`config.mk`:
```
export PLATFORM = sky130hd
export DESIGN_NAME = chirp_ftw_sweep_flat
export DESIGN_NICKNAME = d
export VERILOG_FILES = /design/src/rtl/chirp_ftw_sweep_if.sv /design/src/rtl/chirp_ftw_sweep.sv /design/src/flat_wrapper.sv
export SDC_FILE = /design/constraint.sdc
export NUM_CORES = 1
export LEC_CHECK = 0
export ABC_AREA = 1
export BUFFER_PORTS_ARGS = -buffer_cell sky130_fd_sc_hd__buf_2
export CELL_PAD_IN_SITES_DETAIL_PLACEMENT = 1
export CELL_PAD_IN_SITES_GLOBAL_PLACEMENT = 2
export CORE_MARGIN = 5
export CORE_UTILIZATION = 30
export DETAILED_ROUTE_END_ITERATION = 8
export HOLD_SLACK_MARGIN = 0.02
export PLACE_DENSITY = 0.81
export SYNTH_ARGS = -nofsm -noshare
export SYNTH_HDL_FRONTEND = slang
export SYNTH_SLANG_ARGS = --single-unit
```
`constraint.sdc`:
```
create_clock -name clk -period 14.9 [get_ports clk]
set_input_delay 2.235 -clock clk [delete_from_list [all_inputs] [get_ports clk]]
set_output_delay 2.235 -clock clk [all_outputs]
set_load 0.05 [all_outputs]
```
`src/rtl/chirp_ftw_sweep_if.sv`:
```
// Sweep control/config bundle between the register block (master) and the
// chirp sweep controller (slave).
interface chirp_ftw_sweep_if #(
    parameter int N  = 32,
    parameter int CW = 16
);
    logic          start;
    logic          abort;
    logic [N-1:0]  ftw_start;
    logic [N-1:0]  ftw_step;
    logic [N-1:0]  ftw_stop;
    logic [CW-1:0] gap_len;
    logic [CW-1:0] n_sweeps;
    logic [N-1:0]  ftw;
    logic          ftw_valid;
    logic          sweep_sync;
    logic          busy;
    logic          done;

    modport master (
        output start, abort, ftw_start, ftw_step, ftw_stop, gap_len, n_sweeps,
        input  ftw, ftw_valid, sweep_sync, busy, done
    );

    modport slave (
        input  start, abort, ftw_start, ftw_step, ftw_stop, gap_len, n_sweeps,
        output ftw, ftw_valid, sweep_sync, busy, done
    );
endinterface

```
`src/rtl/chirp_ftw_sweep.sv`:
```
// Linear-chirp FTW sweep controller: ramps the tuning word from start toward
// stop, repeating with an optional idle gap, with sync and done strobes.
//
//   state   | meaning
//   --------+---------------------------------------------
//   S_IDLE  | waiting for start, ftw held at 0
//   S_SWEEP | one sample per clock on ftw
//   S_GAP   | idle cycles between sweeps, gap_cnt_q counts down
module chirp_ftw_sweep #(
    parameter int N  = 32,
    parameter int CW = 16
) (
    input  logic                clk,
    input  logic                rst,
    chirp_ftw_sweep_if.slave    ctrl_if
);
    typedef enum logic [1:0] {S_IDLE, S_SWEEP, S_GAP} state_t;

    state_t        state_q, state_d;
    logic [N-1:0]  ftw_q, ftw_d;
    logic [N-1:0]  start_q, start_d;
    logic [N-1:0]  step_q, step_d;
    logic [N-1:0]  stop_q, stop_d;
    logic [CW-1:0] gap_q, gap_d;
    logic [CW-1:0] gap_cnt_q, gap_cnt_d;
    logic [CW-1:0] sweep_rem_q, sweep_rem_d;
    logic          sync_q, sync_d;
    logic          done_q, done_d;

    logic [N:0]    nxt;
    logic          last;

    always_ff @(posedge clk or posedge rst) begin
        if (rst) begin
            state_q     <= S_IDLE;
            ftw_q       <= '0;
            start_q     <= '0;
            step_q      <= '0;
            stop_q      <= '0;
            gap_q       <= '0;
            gap_cnt_q   <= '0;
            sweep_rem_q <= '0;
            sync_q      <= 1'b0;
            done_q      <= 1'b0;
        end else begin
            state_q     <= state_d;
            ftw_q       <= ftw_d;
            start_q     <= start_d;
            step_q      <= step_d;
            stop_q      <= stop_d;
            gap_q       <= gap_d;
            gap_cnt_q   <= gap_cnt_d;
            sweep_rem_q <= sweep_rem_d;
            sync_q      <= sync_d;
            done_q      <= done_d;
        end
    end

    always_comb begin
        state_d     = state_q;
        ftw_d       = ftw_q;
        start_d     = start_q;
        step_d      = step_q;
        stop_d      = stop_q;
        gap_d       = gap_q;
        gap_cnt_d   = gap_cnt_q;
        sweep_rem_d = sweep_rem_q;
        sync_d      = 1'b0;
        done_d      = 1'b0;
        // Extra bit catches overflow so a wrapped word is never emitted; a zero
        // step would otherwise never terminate.
        nxt  = {1'b0, ftw_q} + {1'b0, step_q};
        last = (nxt > {1'b0, stop_q}) || (step_q == '0);

        case (state_q)
            S_IDLE: begin
                if (ctrl_if.start) begin
                    state_d     = S_SWEEP;
                    ftw_d       = ctrl_if.ftw_start;
                    start_d     = ctrl_if.ftw_start;
                    step_d      = ctrl_if.ftw_step;
                    stop_d      = ctrl_if.ftw_stop;
                    gap_d       = ctrl_if.gap_len;
                    sweep_rem_d = (ctrl_if.n_sweeps == '0) ? '0
                                                           : ctrl_if.n_sweeps - CW'(1);
                    sync_d      = 1'b1;
                end
            end
            S_SWEEP: begin
                if (!last) begin
                    ftw_d = nxt[N-1:0];
                end else if (sweep_rem_q != '0) begin
                    sweep_rem_d = sweep_rem_q - CW'(1);
                    if (gap_q != '0) begin
                        state_d   = S_GAP;
                        gap_cnt_d = gap_q;
                        ftw_d     = '0;
                    end else begin
                        ftw_d  = start_q;
                        sync_d = 1'b1;
                    end
                end else begin
                    state_d = S_IDLE;
                    ftw_d   = '0;
                    done_d  = 1'b1;
                end
            end
            S_GAP: begin
                if (gap_cnt_q == CW'(1)) begin
                    state_d = S_SWEEP;
                    ftw_d   = start_q;
                    sync_d  = 1'b1;
                end else begin
                    gap_cnt_d = gap_cnt_q - CW'(1);
                end
            end
            default: begin
                state_d = S_IDLE;
                ftw_d   = '0;
            end
        endcase

        if (ctrl_if.abort) begin
            state_d = S_IDLE;
            ftw_d   = '0;
            sync_d  = 1'b0;
            done_d  = 1'b0;
        end
    end

    always_comb begin
        ctrl_if.ftw        = ftw_q;
        ctrl_if.ftw_valid  = (state_q == S_SWEEP);
        ctrl_if.sweep_sync = sync_q;
        ctrl_if.busy       = (state_q != S_IDLE);
        ctrl_if.done       = done_q;
    end
endmodule

```
`src/flat_wrapper.sv`:
```
// flat-port wrapper written by rule: the top's interface ports become plain ports
module chirp_ftw_sweep_flat 
#(
    parameter int N  = 32,
    parameter int CW = 16
)
  (clk, rst, ctrl_if_start, ctrl_if_abort, ctrl_if_ftw_start, ctrl_if_ftw_step, ctrl_if_ftw_stop, ctrl_if_gap_len, ctrl_if_n_sweeps, ctrl_if_ftw, ctrl_if_ftw_valid, ctrl_if_sweep_sync, ctrl_if_busy, ctrl_if_done);
  chirp_ftw_sweep_if #(.N(N), .CW(CW)) ctrl_if_i ();
  input  logic clk;
  input  logic rst;
  input wire logic [$bits(ctrl_if_i.start)-1:0] ctrl_if_start;
  input wire logic [$bits(ctrl_if_i.abort)-1:0] ctrl_if_abort;
  input wire logic [$bits(ctrl_if_i.ftw_start)-1:0] ctrl_if_ftw_start;
  input wire logic [$bits(ctrl_if_i.ftw_step)-1:0] ctrl_if_ftw_step;
  input wire logic [$bits(ctrl_if_i.ftw_stop)-1:0] ctrl_if_ftw_stop;
  input wire logic [$bits(ctrl_if_i.gap_len)-1:0] ctrl_if_gap_len;
  input wire logic [$bits(ctrl_if_i.n_sweeps)-1:0] ctrl_if_n_sweeps;
  output wire logic [$bits(ctrl_if_i.ftw)-1:0] ctrl_if_ftw;
  output wire logic [$bits(ctrl_if_i.ftw_valid)-1:0] ctrl_if_ftw_valid;
  output wire logic [$bits(ctrl_if_i.sweep_sync)-1:0] ctrl_if_sweep_sync;
  output wire logic [$bits(ctrl_if_i.busy)-1:0] ctrl_if_busy;
  output wire logic [$bits(ctrl_if_i.done)-1:0] ctrl_if_done;
  assign ctrl_if_i.start = ctrl_if_start;
  assign ctrl_if_i.abort = ctrl_if_abort;
  assign ctrl_if_i.ftw_start = ctrl_if_ftw_start;
  assign ctrl_if_i.ftw_step = ctrl_if_ftw_step;
  assign ctrl_if_i.ftw_stop = ctrl_if_ftw_stop;
  assign ctrl_if_i.gap_len = ctrl_if_gap_len;
  assign ctrl_if_i.n_sweeps = ctrl_if_n_sweeps;
  assign ctrl_if_ftw = ctrl_if_i.ftw;
  assign ctrl_if_ftw_valid = ctrl_if_i.ftw_valid;
  assign ctrl_if_sweep_sync = ctrl_if_i.sweep_sync;
  assign ctrl_if_busy = ctrl_if_i.busy;
  assign ctrl_if_done = ctrl_if_i.done;
  chirp_ftw_sweep #(.N(N), .CW(CW)) u_core (.clk(clk), .rst(rst), .ctrl_if(ctrl_if_i));
endmodule
```
* Word-level counts from Yosys, hierarchy flattened
Index checks and enable logic that the tools add are counted.
** Storage, ports and cells
- Register bits :: 180
- Output and inout port bits :: 36
- Word-level logic and storage cells :: 76
** Cells by class
- Add/sub/neg operators :: 4
- Magnitude comparators :: 1
- Eq/ne operators :: 12
- Muxes and demuxes :: 35
- Reductions and logical operators :: 14
** Operators with widths (number)
- 32-bit two-way mux :: 6
- 16-bit two-way mux :: 8
- 32-bit one-hot mux with 3 select lines :: 1
- 16-bit one-hot mux with 2 select lines :: 2
- 16-bit by 1-bit subtractor with 16-bit output, second input constant :: 3
- 32-bit by 32-bit adder with 33-bit output :: 1
- 33-bit by 32-bit > comparator with 1-bit output :: 1
- 32-bit logical NOT :: 1
- 16-bit nonzero test :: 2
- 16-bit by 1-bit equality test with 1-bit output, second input constant :: 1
- 16-bit logical NOT :: 1
- 2-bit two-way mux :: 6
- 1-bit two-way mux :: 10
- 4-bit AND reduction :: 2
- 2-bit by 1-bit inequality test with 1-bit output, second input constant :: 3
- 3-bit by 2-bit inequality test with 1-bit output, second input constant :: 2
- 2-bit one-hot mux with 3 select lines :: 1
- 2-bit nonzero test :: 3
- 5-bit AND reduction :: 1
- 2-bit inequality test, second input constant :: 2
- 4-bit inequality test, second input constant :: 1
- 2-bit AND reduction :: 2
- 3-bit inequality test, second input constant :: 1
- 1-bit one-hot mux with 3 select lines :: 1
- 4 further kinds :: 4

* Longest topological paths before layout
Gate-level depths: netlist (run 1).
- Depth in word-level cells :: 6
- Mapped depth :: 34

* Least setup slack after synthesis (run 1)
OpenSTA, ideal clock, no wires.
- Path kind :: in2reg
- Start :: input port ctrl_if_n_sweeps[1]
- End :: register u_core.sweep_rem_q[11]
- Library setup time :: 0.118 ns
- Arrival time :: 3.823 ns
- Setup slack :: 10.959 ns
- Stages :: 12
- Cells stage by stage :: inv_1 > ha_1 > nand2_1 > nor2_1 > nand2_1 > nor4_2 > nand3_1 > o21ai_2 > buf_2 > o22ai_1 > nand4_1 > nand2_1
** Between the ends
- Word-level cells in the longest chain between the ends :: 4
- Elaborated cells between the ends (all ways) :: 5
- Those cells by class :: add/sub (1); mux (3); reduce/logical (1)
** Ends and longest elaborated chain
- start, declared :: RTL line flat_wrapper.sv:17 : input wire logic [$bits(ctrl_if_i.n_sweeps)-1:0] ctrl_if_n_sweeps;
- 16-bit by 1-bit subtractor with 16-bit output / 16-bit logical NOT (equally long branches) :: RTL line chirp_ftw_sweep.sv:85, chirp_ftw_sweep.sv:84
- 16-bit two-way mux * :: RTL line chirp_ftw_sweep.sv:84 : sweep_rem_d = (ctrl_if.n_sweeps == '0) ? '0
- 16-bit two-way mux * :: RTL line chirp_ftw_sweep.sv:77 : if (ctrl_if.start) begin
- 16-bit one-hot mux with 2 select lines * :: RTL line chirp_ftw_sweep.sv:75 : case (state_q)
- end signal, assigned :: RTL line chirp_ftw_sweep.sv:53 : sweep_rem_q <= sweep_rem_d;
- end, declared :: RTL line chirp_ftw_sweep.sv:26 : logic [CW-1:0] sweep_rem_q, sweep_rem_d;
Mark *: on every way between the ends. The rest lies on a longest branch, timed or not. The select of a mux whose other input is x is not followed.
A chain may end at the register's enable or synchronous reset.

* Worst setup path in the final report (run 1)
- Start :: register u_core.step_q[6]
- End :: register u_core.gap_cnt_q[7]
** Between the ends
- Word-level cells in the longest chain between the ends :: 5
- Elaborated cells between the ends (all ways) :: 6
- Those cells by class :: add/sub (1); order compare (1); eq/ne (1); reduce/logical (3)
** Ends and longest elaborated chain
- start, declared :: RTL line chirp_ftw_sweep.sv:22 : logic [N-1:0] step_q, step_d;
- start signal, assigned :: RTL line chirp_ftw_sweep.sv:49 : step_q <= step_d;
- 32-bit by 32-bit adder with 33-bit output :: RTL line chirp_ftw_sweep.sv:72 : nxt = {1'b0, ftw_q} + {1'b0, step_q};
- 33-bit by 32-bit > comparator with 1-bit output :: RTL line chirp_ftw_sweep.sv:73 : last = (nxt > {1'b0, stop_q}) || (step_q == '0);
- 1-bit logical OR * :: RTL line chirp_ftw_sweep.sv:73
- 2-bit by 1-bit inequality test with 1-bit output (no source line) *
- 5-bit AND reduction (no source line) *
- end signal, assigned :: RTL line chirp_ftw_sweep.sv:52 : gap_cnt_q <= gap_cnt_d;
- end, declared :: RTL line chirp_ftw_sweep.sv:25 : logic [CW-1:0] gap_cnt_q, gap_cnt_d;
Mark *: on every way between the ends. The rest lies on a longest branch, timed or not.

==> results by group, run 1 <==
Place
  – Dpl ws: roughly 9.8 ns
  – DP Area: between 10,000 and 15,000 um^2
  – Hpwl dp: around 34 mm
  – IO buf count: 167
  – GP Congestion: 0.8879
  – Placed insts: around 2,400

Pwr
  – Max VDD drop: approximately 0.12 mV
  – Sw Share: 0.5399
  – Flop pwr share: 0.241
  – Clock Power Share: 0.129
  – Power Dens Cells: between 200 and 300 nW/um^2
  – LEAKAGE: between 0.007 and 0.008 uW
  – Comb pwr share: 0.629
  – Internal power: 1716 uW
  – NetSw: slightly above 2000 uW

Cells and area
  – ANT cells: 0
  – Synth-to-layout area growth: 15.58%
  – Most common cell after layout, fill and taps aside: nand2_1
  – Non-filler cells, final: roughly 2,400
  – Filler instances: ~5,200
  – Final instance area: roughly 14,000 um^2
  – Commonest non-fill, non-tap cells in the layout: nand2_1, inv_1, dfrtp_1
  – Layout cells sized above 1: 0.1466
  – Nets: between 2,000 and 2,500

STA
  – Relative slew margins: 0.3275
  – Hold Fails Final Rpt: 0
  – Max-slew violations: 0
  – Final period utilization: 0.3388
  – PnR worst setup slack: between 9 and 10 ns
  – Worst-Margin Slew: about 1.0 ns
  – Setup TNS: 0 ns
  – Layout Skew: around 0.016 ns
  – Unrepaired setup endpoints after global routing: no
  – F_max: slightly below 0.2 GHz
  – Crit path time final: 5.048 ns
  – Final Setup Violations: 0

Global routing
  – Initial antenna violation count: 0
  – Gr ovfl total: 0
  – GRT Total Usage: 0.1946
  – First-pass GRT wire length: approximately 70 mm
  – Vias in the first global route: 12,760
  – Largest net degree at the start of global routing: ~110

Critical path
  – Crit-path cells: ha_1 -> nand2_1 -> inv_1 -> nand3_1 -> o21ai_0 -> nand4_1 -> nand2_1 -> xor2_1 -> inv_1 -> ha_1 -> nand2_1 -> nor2_1 -> and2_1 -> nand4_1 -> nor3_1 -> nand3_1 -> nand2_4 -> nand2_4 -> inv_4 -> nand2_8 -> nand3_4 -> nand2_1 -> nand2_1
  – Most used cell, CP: nand2_1
  – Crit path capture type: flip-flop
  – Reg2reg start: u_core.step_q[6]$_DFFE_PP0P_
  – Slowest Stage Delay on Critical Path: 0.42 ns
  – Crit path max fanout: 34
  – Crit Path Category: flip-flop to flip-flop
  – Worst Path Required: between 15 and 20 ns
  – Critical Path AT: approximately 5.4 ns
  – R2R depth: 23
  – Slowest stage cell on the critical path: o21ai_0
  – Worst reg2reg path endpoint: u_core.gap_cnt_q[7]$_DFFE_PP0P_
  – Nature of the critical path startpoint: flip-flop
  – Reg2Reg Setup Slack: between 9 and 10 ns

Clocking
  – PostCTS Resize Cnt: 0
  – Reg clk slew, reported paths: roughly 0.080 ns
  – Clock tree buffer depth: 2
  – Worst skew pair latency: approximately 0.46 ns
  – TritonCTS clock tree: done
  – CTS Hold Buffers Added: 0
  – Clock root buffer: clkbuf_16
  – H-tree depth: 4
  – TritonCTS Buffers: 17
  – # Post-CTS Setup Buffers: 0
  – Clk sink count: 180

Hold path
  – Hold Crit Endpoint: u_core.sweep_rem_q[15]$_DFFE_PP0P_
  – Worst hold stages: 2
  – Worst min-delay path startpoint: u_core.sweep_rem_q[15]$_DFFE_PP0P_
  – Hold WC Path Type: flip-flop to flip-flop

Synth
  – Syn avg cell area: ~7.1 um^2
  – Mux cell area share after synthesis: 0.03071
  – Area leader, netlist: dfrtp_1
  – Largest family of logic cells by synthesized area: simple AND/OR/NAND/NOR gates
  – Share of synthesized area occupied by flip-flops and latches: 0.3613
  – Compound-Gate Fraction of Synth Area: 0.1090
  – Post-synthesis cell type count: between 40 and 50
  – Synth Area in Simple Gates: 0.2936
  – Synth Register Bits: 180
  – Synth Instances: 1,767
  – Async S/R FF share, synth: 1.000
  – Post-synth EDFFs: 0
  – Synth Flop Type: dfrtp_1
  – Adder-cell share of the synthesized area: 0.07386
  – Share of the synthesized area in the top cell type: 0.3613
  – Post-Synth XOR/XNOR Area: 0.03021
  – Syn. warnings: 0
  – Area contributors post-synth: dfrtp_1, nand2_1, inv_1
  – Syn nets: between 1,500 and 2,000
  – Cell Area, Synth: 12,470 um^2

Drt
  – Via/cell ratio: a little under 5
  – Vias: roughly 12,000
  – Overall routed net length: ~44 mm
  – Drt drc: 0
  – DRT iter0 DRCs: slightly below 600
  – Final ANT Viol Nets: 0
  – Wire per inst: roughly 18 um
  – TritonRoute pass-1 iters: 7

Job
  – MaxCap Viol Count: 0

Floorplan
  – Cell row count: 74
  – Die height: roughly 210 um
  – DIE AREA: 45,740 um^2
  – Initial Utilization: 0.3040
  – Num ports: about 170
  – Core ar.: 41,020 um^2
  – Width of the die: ~210 um

Status
  – Status: finished clean
how the worst max path moves through the flow:
stage / startpoint / end / slack [ns]
6_report: u_core.step_q[6]$_DFFE_PP0P_ / u_core.gap_cnt_q[7]$_DFFE_PP0P_ / 9.85
5_1_grt: u_core.ctrl_if.ftw[6]$_DFFE_PP0P_ / u_core.gap_cnt_q[4]$_DFFE_PP0P_ / 9.36
4_1_cts: u_core.ctrl_if.ftw[5]$_DFFE_PP0P_ / u_core.sweep_rem_q[6]$_DFFE_PP0P_ / 9.78
3_5_place_dp: u_core.ctrl_if.ftw[6]$_DFFE_PP0P_ / u_core.sweep_rem_q[15]$_DFFE_PP0P_ / 9.83
3_3_place_gp: u_core.ctrl_if.ftw[6]$_DFFE_PP0P_ / u_core.sweep_rem_q[13]$_DFFE_PP0P_ / 9.88
2_1_floorplan: rst / u_core.ctrl_if.done$_DFF_PP0_ / 7.78
power groups by stage:
| stage | combinational (uW) | clock, uW | sequential (uW) |
|---|---|---|---|
| final | 2350 | 483 | 900 |
| after global routing | 2670 | 517 | 929 |
| after CTS | 2390 | 496 | 902 |
| after detailed placement | 2370 | 0 | 909 |
| after global placement | 2310 | 0 | 899 |
| after floorplan | 1640 | 0 | 926 |
layout make-up:
type	instances	area (um^2)	share of cell area
Inverter	260	985.9	0.06841
Sequential cell	180	4504	0.3126
Tap cell	532	665.6	0.04619
Clock inverter	12	142.6	0.009898
Multi-Input combinational cell	1260	6728	0.4668
Clock buffer	20	466.7	0.03238
Timing Repair Buffer	178	918.4	0.06373
layer usage:
metal	track usage	vias to the layer above	wire length, um
met1	0.2533	5804	19940
li1	-	5937	-
met3	0.03394	31	1594
met4	0.04518	0	699
met5	0	-	0
met2	0.3386	165	21770
per-stage QoR:
| step | hold WS [ns] | power [uW] | util |
|---|---|---|---|
| after CTS | 0.5041 | 3784 | 0.3514 |
| final | 0.5049 | 3729 | 0.3514 |
| after global routing | 0.5130 | 4118 | 0.3514 |
| after global placement | 0.4662 | 3212 | 0.3365 |
| after detailed placement | 0.4874 | 3278 | 0.3365 |
| after floorplan | 0.4419 | 2563 | - |
state kept, by name, indices dropped and copies added, names as in the netlist:
name,count
u_core.ctrl_if.ftw,32
u_core.sweep_rem_q,16
u_core.ctrl_if.done,1
u_core.state_q,2
u_core.step_q,32
u_core.stop_q,32
u_core.start_q,32
u_core.ctrl_if.sweep_sync,1
u_core.gap_cnt_q,16
u_core.gap_q,16
Yosys cell counts, types with 3 or more instances:
cell type / instances
xor2_1: 42
a21oi_1: 96
or2_2: 6
clkbuf_1: 50
o21bai_1: 3
nand2_1: 484
nand2_2: 13
nor3_1: 18
o21ai_0: 120
inv_1: 257
buf_1: 4
o21ai_1: 3
nand3_1: 102
nand3b_1: 6
dfrtp_1: 180
mux2_2: 34
ha_1: 72
a21o_1: 5
nor2_1: 152
buf_2: 9
nand4_1: 50
o22ai_1: 9
o21a_1: 4
a31oi_1: 8
nor4_1: 15
kinds of logic (layout without fill, tap and decap cells):
| family | count (synthesis) | in the layout |
|---|---|---|
| and+or+nand+nor | 854 | 854 |
| xor gates and xnor gates | 43 | 43 |
| adders and majority gates | 73 | 73 |
| DFF | 180 | 180 |
| buffers and inverters | 327 | 470 |
| muxes | 34 | 34 |
| AOI/OAI and AO/OA | 256 | 256 |
worst max-delay path: cells and delay by family, from the launching register on:
kind,cells,cell delay (ns)
XOR/XNOR,1,0.29
adder cells (fa/ha/maj),2,0.67
buffers and inverters,3,0.40
AO/OA/AOI/OAI,1,0.42
flip-flops,1,0.41
AND/OR/NAND/NOR,16,2.73
No activity file was read; power rests on OpenSTA's default activity.
==> run 2, diff against run 1 <==
==> constraint.sdc (replaced) <==
create_clock -name clk -period 4.8 [get_ports clk]
set_input_delay 0.72 -clock clk [delete_from_list [all_inputs] [get_ports clk]]
set_output_delay 0.72 -clock clk [all_outputs]
set_load 0.05 [all_outputs]
==> run 2 against run 1 <==
Final cell count increased by 0.29%. Via count increased by 1.4%. Count of clock-buffer cells in the layout decreased by 1. Global-route usage increased by 0.13 points. Hold slack got worse by 0.067 ns. Final area increased by 0.44%. Combinational power increased to 3.2 times the previous value.
==> results by group, run 2 (synthesis results as in run 1) <==
Status
  – Status: finished clean (unchanged)

Drt
  – Overall routed net length: 44.61 mm (was 44.00 mm)
  – Wire per inst: 18.21 um (was 18.02 um)
  – Drt drc: 0 (unchanged)
  – DRT iter0 DRCs: 519 (was 578)
  – Final ANT Viol Nets: 0 (unchanged)
  – Via/cell ratio: 4.943 (was 4.888)
  – TritonRoute pass-1 iters: 5 (was 7)
  – Vias: 12,110 (was 11,940)

Critical path
  – Critical Path AT: 4.87 ns (was 5.43 ns)
  – Worst Path Required: 5.20 ns (was 15.28 ns)
  – Most used cell, CP: nand2_1 (unchanged)
  – Crit Path Category: flip-flop to flip-flop (unchanged)
  – Crit path capture type: flip-flop (unchanged)
  – Crit path max fanout: 35 (was 34)
  – Slowest Stage Delay on Critical Path: 0.39 ns (was 0.42 ns)
  – Slowest stage cell on the critical path: dfrtp_1 (was o21ai_0)
  – Nature of the critical path startpoint: flip-flop (unchanged)

Cells and area
  – Synth-to-layout area growth: 16.10% (was 15.58%)
  – ANT cells: 0 (unchanged)
  – Layout cells sized above 1: 0.1508 (was 0.1466)
  – Final core utilization: 0.3529 (was 0.3514)
  – Most common cell after layout, fill and taps aside: nand2_1 (unchanged)
  – Final instance area: 14,480 um^2 (was 14,410 um^2)
  – Nets: 2,109 (was 2,102)
  – Commonest non-fill, non-tap cells in the layout: nand2_1, inv_1, dfrtp_1 (unchanged)

Pwr
  – Clock Power Share: 0.121 (was 0.129)
  – Flop pwr share: 0.241 (about the same)
  – Max VDD drop: 0.4321 mV (was 0.1242 mV)
  – Sw Share: 0.5429 (was 0.5399)
  – LEAKAGE: 0.007709 uW (was 0.007690 uW)
  – Power Dens Cells: 808.7 nW/um^2 (was 258.7 nW/um^2)
  – NetSw: 6355 uW (was 2013 uW)
  – Comb pwr share: 0.639 (was 0.629)
  – Internal power: 5351 uW (was 1716 uW)

STA
  – Worst-Margin Slew: 1.301 ns (was 1.006 ns)
  – Final period utilization: 0.9304 (was 0.3388)
  – Final Setup Violations: 0 (unchanged)
  – Max-slew violations: 0 (unchanged)
  – Hold Fails Final Rpt: 0 (unchanged)
  – F_max: 0.2239 GHz (was 0.1981 GHz)
  – Layout Skew: 0.01436 ns (was 0.01619 ns)
  – Relative slew margins: 0.1266 (was 0.3275)
  – Crit path time final: 4.466 ns (was 5.048 ns)

Clocking
  – TritonCTS clock tree: done (unchanged)
  – H-tree depth: 4 (unchanged)
  – Reg clk slew, reported paths: 0.08 ns (about the same)
  – Clk sink count: 180 (unchanged)
  – CTS Hold Buffers Added: 0 (unchanged)
  – Clock root buffer: clkbuf_16 (unchanged)
  – Worst skew pair latency: 0.48 ns (was 0.46 ns)
  – Clock tree buffer depth: 2 (unchanged)
  – TritonCTS Buffers: 17 (unchanged)

Floorplan
  – Initial Utilization: 0.3040 (unchanged)
  – Width of the die: 213.9 um (unchanged)
  – Die height: 213.9 um (unchanged)
  – DIE AREA: 45,740 um^2 (unchanged)
  – Num ports: 168 (unchanged)
  – Core ar.: 41,020 um^2 (unchanged)
  – Cell row count: 74 (unchanged)

Global routing
  – Largest net degree at the start of global routing: 192 (was 113)
  – Initial antenna violation count: 0 (unchanged)
  – Vias in the first global route: 12,760 (about the same)
  – Gr ovfl total: 0 (unchanged)
  – First-pass GRT wire length: 69.64 mm (was 69.93 mm)
  – GRT Total Usage: 0.1959 (was 0.1946)

Job
  – MaxCap Viol Count: 0 (unchanged)

Place
  – Hpwl dp: 34.16 mm (was 33.56 mm)
  – IO buf count: 167 (unchanged)
  – GP Congestion: 0.8940 (was 0.8879)
  – DP Area: 13,870 um^2 (was 13,800 um^2)

Hold path
  – Hold WC Path Type: input pin to async pin (was flip-flop to flip-flop)
-- run 2: what timing repair did --
item | in CTS | in global routing
buffers inserted | 0 | 1
resized for setup | 0 | 2
setup endpoints to repair | 0 | 28
-- run 2: per-layer routing --
metal	routed length (um)	up-vias	track usage
met5	0	-	0
met4	1088	0	0.06140
met3	1572	54	0.03146
met2	22270	200	0.3461
met1	19670	5911	0.2457
li1	-	5941	-
-- run 2: worst max-delay path: cells and delay by family, from the launching register on --
kind / cells / cell delay, ns
xor gates and xnor gates: 1 / 0.31
DFF: 1 / 0.39
adders and majority gates: 3 / 0.86
and+or+nand+nor: 21 / 2.02
AOI/OAI and AO/OA: 2 / 0.36
buffers and inverters: 4 / 0.42
-- run 2: final timing paths --
path / startpoint / end / slack (ns) / cells past startpoint
setup / recovery: u_core.step_q[0]$_DFFE_PP0P_ / u_core.sweep_rem_q[14]$_DFFE_PP0P_ / 0.33 / 31
hold / removal: rst / u_core.gap_q[1]$_DFFE_PP0P_ / 0.44 / 2
setup reg to reg: u_core.step_q[0]$_DFFE_PP0P_ / u_core.sweep_rem_q[14]$_DFFE_PP0P_ / 0.33 / 31
hold reg to reg: u_core.sweep_rem_q[15]$_DFFE_PP0P_ / u_core.sweep_rem_q[15]$_DFFE_PP0P_ / 0.48 / 2
max in group asynchronous: rst / u_core.start_q[19]$_DFFE_PP0P_ / 3.23 / 3
min in group clk: ctrl_if_ftw_step[12] / u_core.step_q[12]$_DFFE_PP0P_ / 0.47 / 2
-- run 2: power by group through the flow --
stage | Sequential, uW | Clock, uW | Combinational [uW]
floorplan | 2880 | 0 | 5080
global placement | 2820 | 0 | 7270
CTS | 2820 | 1460 | 7530
finish | 2820 | 1410 | 7480
detailed placement | 2840 | 0 | 7480
global route | 2900 | 1510 | 8450
-- run 2: area by class of cell --
type	count	area, um^2
clock buffer	19	452.9
tap	532	665.6
multi-input combinational	1261	6743
timing repair buffer	184	1013
inverter	260	982.2
fill	5210	26540
sequential	180	4504
clock inverter	13	113.9
-- run 2: per-stage QoR --
stage	hold slack, ns	setup slack (ns)	total power (uW)	instances	TNS [ns]
after floorplan	0.4419	0.9621	7957	1767	0
after global placement	0.4573	0.3675	10090	2415	0
after detailed placement	0.4639	0.3278	10320	2415	0
after CTS	0.4413	0.2869	11800	2447	0
after global routing	0.4526	-0.004257	12860	2449	-0.005584
final	0.4381	0.3341	11710	2449	0
